--- config.mk ---
export PLATFORM = sky130hd
export DESIGN_NAME = qnet_tx_arbiter
export DESIGN_NICKNAME = d
export VERILOG_FILES = /design/src/rtl/qnet_tx_arbiter.sv
export SDC_FILE = /design/constraint.sdc
export NUM_CORES = 1
export LEC_CHECK = 0
export CORE_AREA = 2 2 160 162
export DETAILED_ROUTE_END_ITERATION = 8
export DIE_AREA = 0 0 162 164
export PLACE_DENSITY = 0.75
export SYNTH_ARGS = -nofsm -noshare
export SYNTH_HDL_FRONTEND = slang
export SYNTH_SLANG_ARGS = --single-unit
--- constraint.sdc ---
create_clock -name t_clk_i -period 2.1 [get_ports t_clk_i]
set_input_delay 0.42 -clock t_clk_i [delete_from_list [all_inputs] [get_ports t_clk_i]]
set_output_delay 0.42 -clock t_clk_i [all_outputs]
set_load 0.05 [all_outputs]
--- src/rtl/qnet_tx_arbiter.sv ---
// Round-robin arbiter that shares the link TX command port between the local
// command processor (LOC) and the forwarding path (FWD), with timeout and transfer count.
module qnet_tx_arbiter #(
  parameter int unsigned TIMEOUT_CYC = 1024,
  parameter int unsigned CNT_W       = 16
) (
  input  logic             t_clk_i,
  input  logic             t_rst_ni,
  input  logic             link_rdy_i,
  input  logic             loc_req_i,
  input  logic [63:0]      loc_header_i,
  input  logic [63:0]      loc_data_i,
  output logic             loc_ack_o,
  input  logic             fwd_req_i,
  input  logic [63:0]      fwd_header_i,
  input  logic [63:0]      fwd_data_i,
  output logic             fwd_ack_o,
  output logic             tx_req_o,
  output logic [63:0]      tx_header_o,
  output logic [63:0]      tx_data_o,
  input  logic             tx_ack_i,
  output logic             err_o,
  output logic             busy_o,
  output logic [1:0]       grant_o,
  output logic [CNT_W-1:0] tx_cnt_o
);

  localparam logic [1:0] ST_IDLE = 2'd0;
  localparam logic [1:0] ST_SEND = 2'd1;
  localparam logic [1:0] ST_ACK  = 2'd2;

  // A zero timeout disables the counter, but it still needs at least one bit.
  localparam int unsigned TO_W = (TIMEOUT_CYC == 0) ? 1 : $clog2(TIMEOUT_CYC + 1);
  localparam logic [TO_W-1:0] TO_LAST = (TIMEOUT_CYC == 0) ? '0 : TO_W'(TIMEOUT_CYC - 1);

  logic [1:0]      state_reg;
  logic            last_fwd_reg;
  logic [TO_W-1:0] to_cnt_reg;

  logic any_req;
  logic pick_fwd;
  logic timeout_hit;

  // last_fwd_reg holds the previous owner; on a tie the other side wins.
  assign any_req     = loc_req_i | fwd_req_i;
  assign pick_fwd    = (loc_req_i & fwd_req_i) ? ~last_fwd_reg : fwd_req_i;
  assign timeout_hit = (TIMEOUT_CYC != 0) && (to_cnt_reg == TO_LAST);

  always_ff @(posedge t_clk_i or negedge t_rst_ni) begin
    if (!t_rst_ni) begin
      state_reg    <= ST_IDLE;
      last_fwd_reg <= 1'b1;
      to_cnt_reg   <= '0;
      loc_ack_o    <= 1'b0;
      fwd_ack_o    <= 1'b0;
      tx_req_o     <= 1'b0;
      tx_header_o  <= '0;
      tx_data_o    <= '0;
      err_o        <= 1'b0;
      busy_o       <= 1'b0;
      grant_o      <= 2'b00;
      tx_cnt_o     <= '0;
    end else begin
      case (state_reg)
        ST_IDLE: begin
          if (link_rdy_i && any_req) begin
            last_fwd_reg <= pick_fwd;
            tx_header_o  <= pick_fwd ? fwd_header_i : loc_header_i;
            tx_data_o    <= pick_fwd ? fwd_data_i   : loc_data_i;
            tx_req_o     <= 1'b1;
            grant_o      <= pick_fwd ? 2'b10 : 2'b01;
            busy_o       <= 1'b1;
            to_cnt_reg   <= '0;
            state_reg    <= ST_SEND;
          end
        end
        ST_SEND: begin
          // An ack arriving on the timeout cycle still counts as a clean transfer.
          if (tx_ack_i || timeout_hit) begin
            tx_req_o  <= 1'b0;
            loc_ack_o <= grant_o[0];
            fwd_ack_o <= grant_o[1];
            err_o     <= ~tx_ack_i;
            if (tx_ack_i) begin
              tx_cnt_o <= tx_cnt_o + CNT_W'(1);
            end
            state_reg <= ST_ACK;
          end else if (TIMEOUT_CYC != 0) begin
            to_cnt_reg <= to_cnt_reg + TO_W'(1);
          end
        end
        ST_ACK: begin
          loc_ack_o  <= 1'b0;
          fwd_ack_o  <= 1'b0;
          err_o      <= 1'b0;
          grant_o    <= 2'b00;
          busy_o     <= 1'b0;
          to_cnt_reg <= '0;
          state_reg  <= ST_IDLE;
        end
        default: begin
          tx_req_o  <= 1'b0;
          loc_ack_o <= 1'b0;
          fwd_ack_o <= 1'b0;
          err_o     <= 1'b0;
          grant_o   <= 2'b00;
          busy_o    <= 1'b0;
          state_reg <= ST_IDLE;
        end
      endcase
    end
  end

endmodule
# Word level (Yosys, flattened, before mapping)
# Cells that the tools add are included.
# W data, S select, Z words.
# classes
add_sub_neg	2
n_mul	0
div_mod_pow	0
n_lt_le_gt_ge	0
eq_ne	6
n_shift	0
muxes	22
bitwise_logic	7
reduce_logical	11
# ops
operator	count
$mux W64	2
$pmux W11 S3	1
$mux W11	2
$add A16 B1 Y16 const B	1
$add A11 B1 Y11 const B	1
$eq A11 B10 Y1 const B	1
$reduce_and A3 Y1	3
$mux W2	4
$pmux W1 S2	4
$pmux W2 S2	2
$reduce_and A2 Y1	4
$mux W1	6
$ne A2 B2 Y1 const B	3
$not A1 Y1	5
$pmux W1 S3	1
$reduce_bool A3 Y1	1
$eq A2 B1 Y1 const B	1
$eq A2 B2 Y1 const B	1
$logic_not A2 Y1	1
$and A1 B1 Y1	1
$logic_and A1 B1 Y1	1
$logic_or A1 B1 Y1	1
$or A1 B1 Y1	1
# totals
ff_bits	165
latch_bits	0
mem_bits_rw	0
rom_bits	0
in_bits	262
word_cells	60
mem_count	0

# Longest topological paths before layout
# Gate-level depths: netlist of run 1.
# depth
ltp_word	5
mapped_depth	8

# Worst setup path before layout of run 1
# OpenSTA, ideal clock, no wires.
# synth_timing
path_kind	register to register
start	register to_cnt_reg[0]
end	register to_cnt_reg[1]
arrival_time_ns	1.632
required_time_ns	1.979
path_slack_ns	0.347
stages_incl_launch_ff	6
synth_period_minus_slack_ns	1.753
path_cell_list	dfrtp_1 ha_1 nand4_2 o41ai_4 mux2_2 a22o_1
# synth_via
elab_chain_len	4
word_cells_on_any_way	7
classes_between	add/sub (1); eq/ne (2); mux (2); reduce/logical (2)
# synth_rtl
item	line	source
start: declaration	38	logic [TO_W-1:0] to_cnt_reg;
start signal: assignment	89	to_cnt_reg <= to_cnt_reg + TO_W'(1);
branches (longest 4 deep; another with $add A11 B1 Y11)	--	
# Several ways; the timed one is not identified. The select of a mux whose other input is x is not followed.
# A chain may end at the register's enable or synchronous reset.

# Final worst setup path of run 1
# layout_timing
start	register tx_data_o[47]
end	output tx_data_o[47]
# layout_rtl
item	line	source
start: declaration	20	output logic [63:0] tx_data_o,
start signal: assignment	69	tx_data_o <= pick_fwd ? fwd_data_i : loc_data_i;
# No word-level cell between the ends.

==> impl.org, run 1 <==
** Setup path
- Nature of the critical path endpoint :: output port
- Cell Chain, Critical Path :: clkdlybuf4s50_1
- The largest single stage delay on the critical path is 0.86 ns.
- For flop-to-flop paths, the worst setup slack is 0.16 ns.
- Slowest CP cell :: clkdlybuf4s50_1
- In this run the number of cells on the critical path is 1.
- Worst path bufs/invs :: 1
- The worst setup path is launched from a flip-flop.
- Critical-path maximum fanout :: 2
- In this run the critical register-to-register path is launched from to_cnt_reg[0].
- Counting cells, the worst reg-to-reg path comes to 5.
- For the worst setup path, the data arrival time is 1.63 ns.
- The worst setup path is of the flip-flop to output port kind.
- Broken down by cell family, the worst path's largest delay share belongs to buffers and inverters.
- In this run the critical register-to-register path is captured at to_cnt_reg[1].
- At the worst endpoint, the required time is 1.68 ns.

** Synthesis
- Summing the areas of all compound-gate instances in the mapped netlist gives 11.8% of the synthesized area.
- The number of different library cells used by synthesis comes to 46.
- Most used flip-flop cell after synthesis :: dfrtp_1
- Dominant cells by area after synthesis :: dfrtp_1, mux2i_1, o21ai_0, nand2_1, buf_2
- After Yosys synthesis, full adders, half adders and majority gates account for 0.325% of the synthesized area.
- Measured against the total synthesized area, the mux share comes to 17.2%.
- Top-count cell post-synth :: dfrtp_1
- After synthesis the netlist holds a flip-flop and latch count of 165.
- Cell area after synthesis :: 7710 sq um
- For this run, the number of Yosys warnings is 0.
- Syn avg cell area :: 10.5 sq um
- Yosys mapped a number of flops with a built-in enable equal to 0.
- Share of the synthesized area in the top cell type :: 53.2%
- After Yosys synthesis, XOR and XNOR cells account for 2.04% of the synthesized area.
- By area, the combinational part of the netlist is dominated by multiplexers.
- Gate Count Post-Synth :: 735
- Summed over all instances, the cell type with the most area after synthesis is dfrtp_1.
- Mapped Nets :: 999
- Portion of the post-synthesis area used by sequential elements :: 53.6%
- In the synthesized netlist, the cells that appear most often are dfrtp_1, nand2_1, o21ai_0.
- Counting flops with an async set or reset pin after synthesis yields a share of 100%.
- Of the total synthesized cell area, the portion taken by AND, OR, NAND and NOR gates is 11.6%.

** Layout
- Post-synthesis to final-layout area growth :: 69.1%
- Inserted Diodes :: 0
- Utilization after layout :: 52.5%
- Nets :: 1419
- The filler cells instantiated in the layout total 2205.
- The multi-input combinational cells in the finished layout cover a total of 3330 sq um.
- The largest registers in the layout are tx_data_o x64, tx_header_o x64, tx_cnt_o x16.
- Area used by sequential logic in the layout :: 4130 sq um
- The post-route netlist has 7.45% of its cells at a drive strength greater than 1.

** CTS
- Post-CTS Setup Bufs :: 0
- The H-tree was split into 4 levels.
- For this design, the sink count on the clock tree is 165.
- In this run the deepest clock path goes through 2 buffers.
- For the worst-skew pair, the clock arrives at the later sink with an insertion delay of 0.42 ns.
- Number of buffers added by the clock tree synthesis step :: 17
- Clock slew seen by the registers of the worst setup and hold paths :: 0.06 ns
- CTS tree :: yes
- Clk root buf :: clkbuf_16

** Die
- The die is 164 um tall.
- I/O pins :: 413
- Area of the placeable core :: 24800 sq um
- The die covers 26600 sq um.
- Cell row count :: 58
- The die is 162 um wide.
- Starting density of the core :: 31.1%

** Worst hold path
- The tightest min-delay check is of the flip-flop to flip-flop type.
- Counting instances, the worst hold path has a depth of 2.
- Hold endpoint :: tx_header_o[9]
- Hold_sp :: tx_header_o[9]

** Timing
- Min Hold Slack :: 0.477 ns
- Setup violation total in the final timing report :: 0
- Timing would allow up to 0.488 GHz.
- Slew headroom :: 61.0%
- The clock arrives with 0.00863 ns of skew.
- Once routing completed, OpenROAD measured the worst setup slack at 0.0490 ns.
- Number of hold violations in the final report :: 0
- Setup repair after global routing left no endpoint under its margin.
- The final max-slew violation count is 0.
- Slew at the pin with the worst max-slew slack :: 0.582 ns
- Final worst path period share :: 97.7%
- Minimum period implied by the final worst setup slack :: 2.05 ns

** Drt
- Count of vias placed by the detailed router :: 6931
- The first TritonRoute pass finished after 4 iterations.
- For this run, design rule violations remaining after detail routing come to 0.
- Dividing the detail-routed via count by the number of cells gives 4.63.
- Antenna viol nets, final :: 0
- For this block, the initial DRC count from the detailed router was 290.
- In the final routed layout, each cell accounts on average for 16.4 um.
- DRT Wirelength :: 24500 um

** Placement
- I/O Buffers :: 412
- Pre-CTS setup slack :: -0.141 ns
- Summed over all nets, the half-perimeter wirelength after detailed placement is 19300 um.
- RePlAce Congestion :: 0.808

** GRT
- The number of global-route vias before repair is 6907.
- Total gr overflow :: 0
- GR Util All Layers :: 17.9%
- First-pass GRT wire length :: 36900 um
- Number of antenna violations at the first check in global routing :: 0
- Maximum number of pins on one net before global-route repair :: 104

** Job
- Max-cap violations in this run came to 0.

** Power
- Static Leakage :: 5.94 nW
- In this run the power density over the cells is 1230 nW/um^2.
- The worst-case IR drop observed on VDD is 0.683 mV.

** Outcome
- Run status :: completed
[stage by stage]
step	TNS [ns]	area (sq um)	instances	total power [mW]
6_report	0	13000	1498	16.1
5_1_grt	0	13000	1498	16.9
4_1_cts	0	13000	1498	16.3
3_5_place_dp	-7.80	12400	1465	13.1
3_3_place_gp	-0.292	12400	1465	13.0
2_1_floorplan	0	7710	735	9.79
[worst max-delay path by stage]
stage | slack, ns | end | startpoint
after floorplan | 0.35 | to_cnt_reg[1] | to_cnt_reg[0]
after global placement | -0.02 | tx_data_o[0] | fwd_req_i
after detailed placement | -0.14 | tx_data_o[3] | loc_req_i
after CTS | 0.0004 | tx_cnt_o[12] | tx_cnt_o[12]
after global routing | 0.008 | tx_data_o[5] | tx_data_o[5]
final | 0.05 | tx_data_o[47] | tx_data_o[47]
[power by group]
part | switching [mW] | internal, mW
logic | 5.25 | 2.83
registers | 0.667 | 4.21
clock network | 1.31 | 1.81
total | 7.23 | 8.85
[placed cells by master (no fill, tap or decap), types with 2 or more instances in the layout]
master / count
nor2_1: 8
dlygate4sd2_1: 6
mux2i_1: 130
a21oi_1: 4
nand2_1: 147
ha_1: 2
and3_1: 2
buf_4: 38
dlymetal6s2s_1: 15
clkinv_4: 2
clkdlybuf4s50_1: 385
clkbuf_16: 17
a31oi_1: 3
a221oi_1: 3
nand4_1: 7
bufinv_16: 2
inv_1: 4
mux2_2: 2
nand2b_1: 4
clkbuf_1: 2
o211ai_1: 5
a22o_1: 5
and2_1: 3
dfrtp_1: 164
clkinvlp_4: 4
nor3_1: 4
and4_1: 3
nor4b_1: 2
xor2_1: 4
xnor2_1: 14
o2111ai_1: 2
buf_12: 8
nand3_1: 9
inv_6: 3
o21ai_0: 131
[layer usage]
| layer | routed length [um] | vias to the layer above | global-route usage [%] |
|---|---|---|---|
| met1 | 10300 | 3232 | 22.1 |
| li1 | - | 3410 | - |
| met4 | 484 | 0 | 5.67 |
| met3 | 1700 | 25 | 4.57 |
| met5 | 0 | - | 0 |
| met2 | 12100 | 264 | 30.7 |
[worst register-to-register path, stage by stage, from the launching register on]
cell and delay [ns]:
dfrtp_1 0.41, ha_1 0.27, nand4_2 0.24, o41ai_4 0.36, mux2_2 0.38, a22o_1 0.18
[final cells by class]
cell class                      instances  share of cell area [%]
Inverter                                4                   0.115
Timing Repair Buffer                  454                    35.0
Clock buffer                           20                    3.43
Multi-Input combinational cell        513                    25.5
Sequential cell                       165                    31.7
Clock inverter                         12                    1.11
Tap cell                              330                    3.17
[what timing repair did]
action	in CTS	in global routing
endpoints found under the setup margin	6	15
hold endpoints to repair	6	0
resized for setup	6	15
hold buffers	1	0
[kinds of logic after synthesis]
family / count (synthesis)
compound gates: 161
xor+xnor: 18
fa+ha+maj: 2
buf+inv: 57
flops: 165
mux: 132
simple gates: 200
Power figures use the tool's default switching activity.
==> inputs of run 2 (changes only) <==
--- a/config.mk
+++ b/config.mk
@@ -5,6 +5,7 @@
 export SDC_FILE = /design/constraint.sdc
 export NUM_CORES = 1
 export LEC_CHECK = 0
+export ABC_CLOCK_PERIOD_IN_PS = 2100
 export CORE_AREA = 2 2 160 162
 export DETAILED_ROUTE_END_ITERATION = 8
 export DIE_AREA = 0 0 162 164
==> results of run 2 <==
Final layout, timing and power as in run 1 (identical DEF).
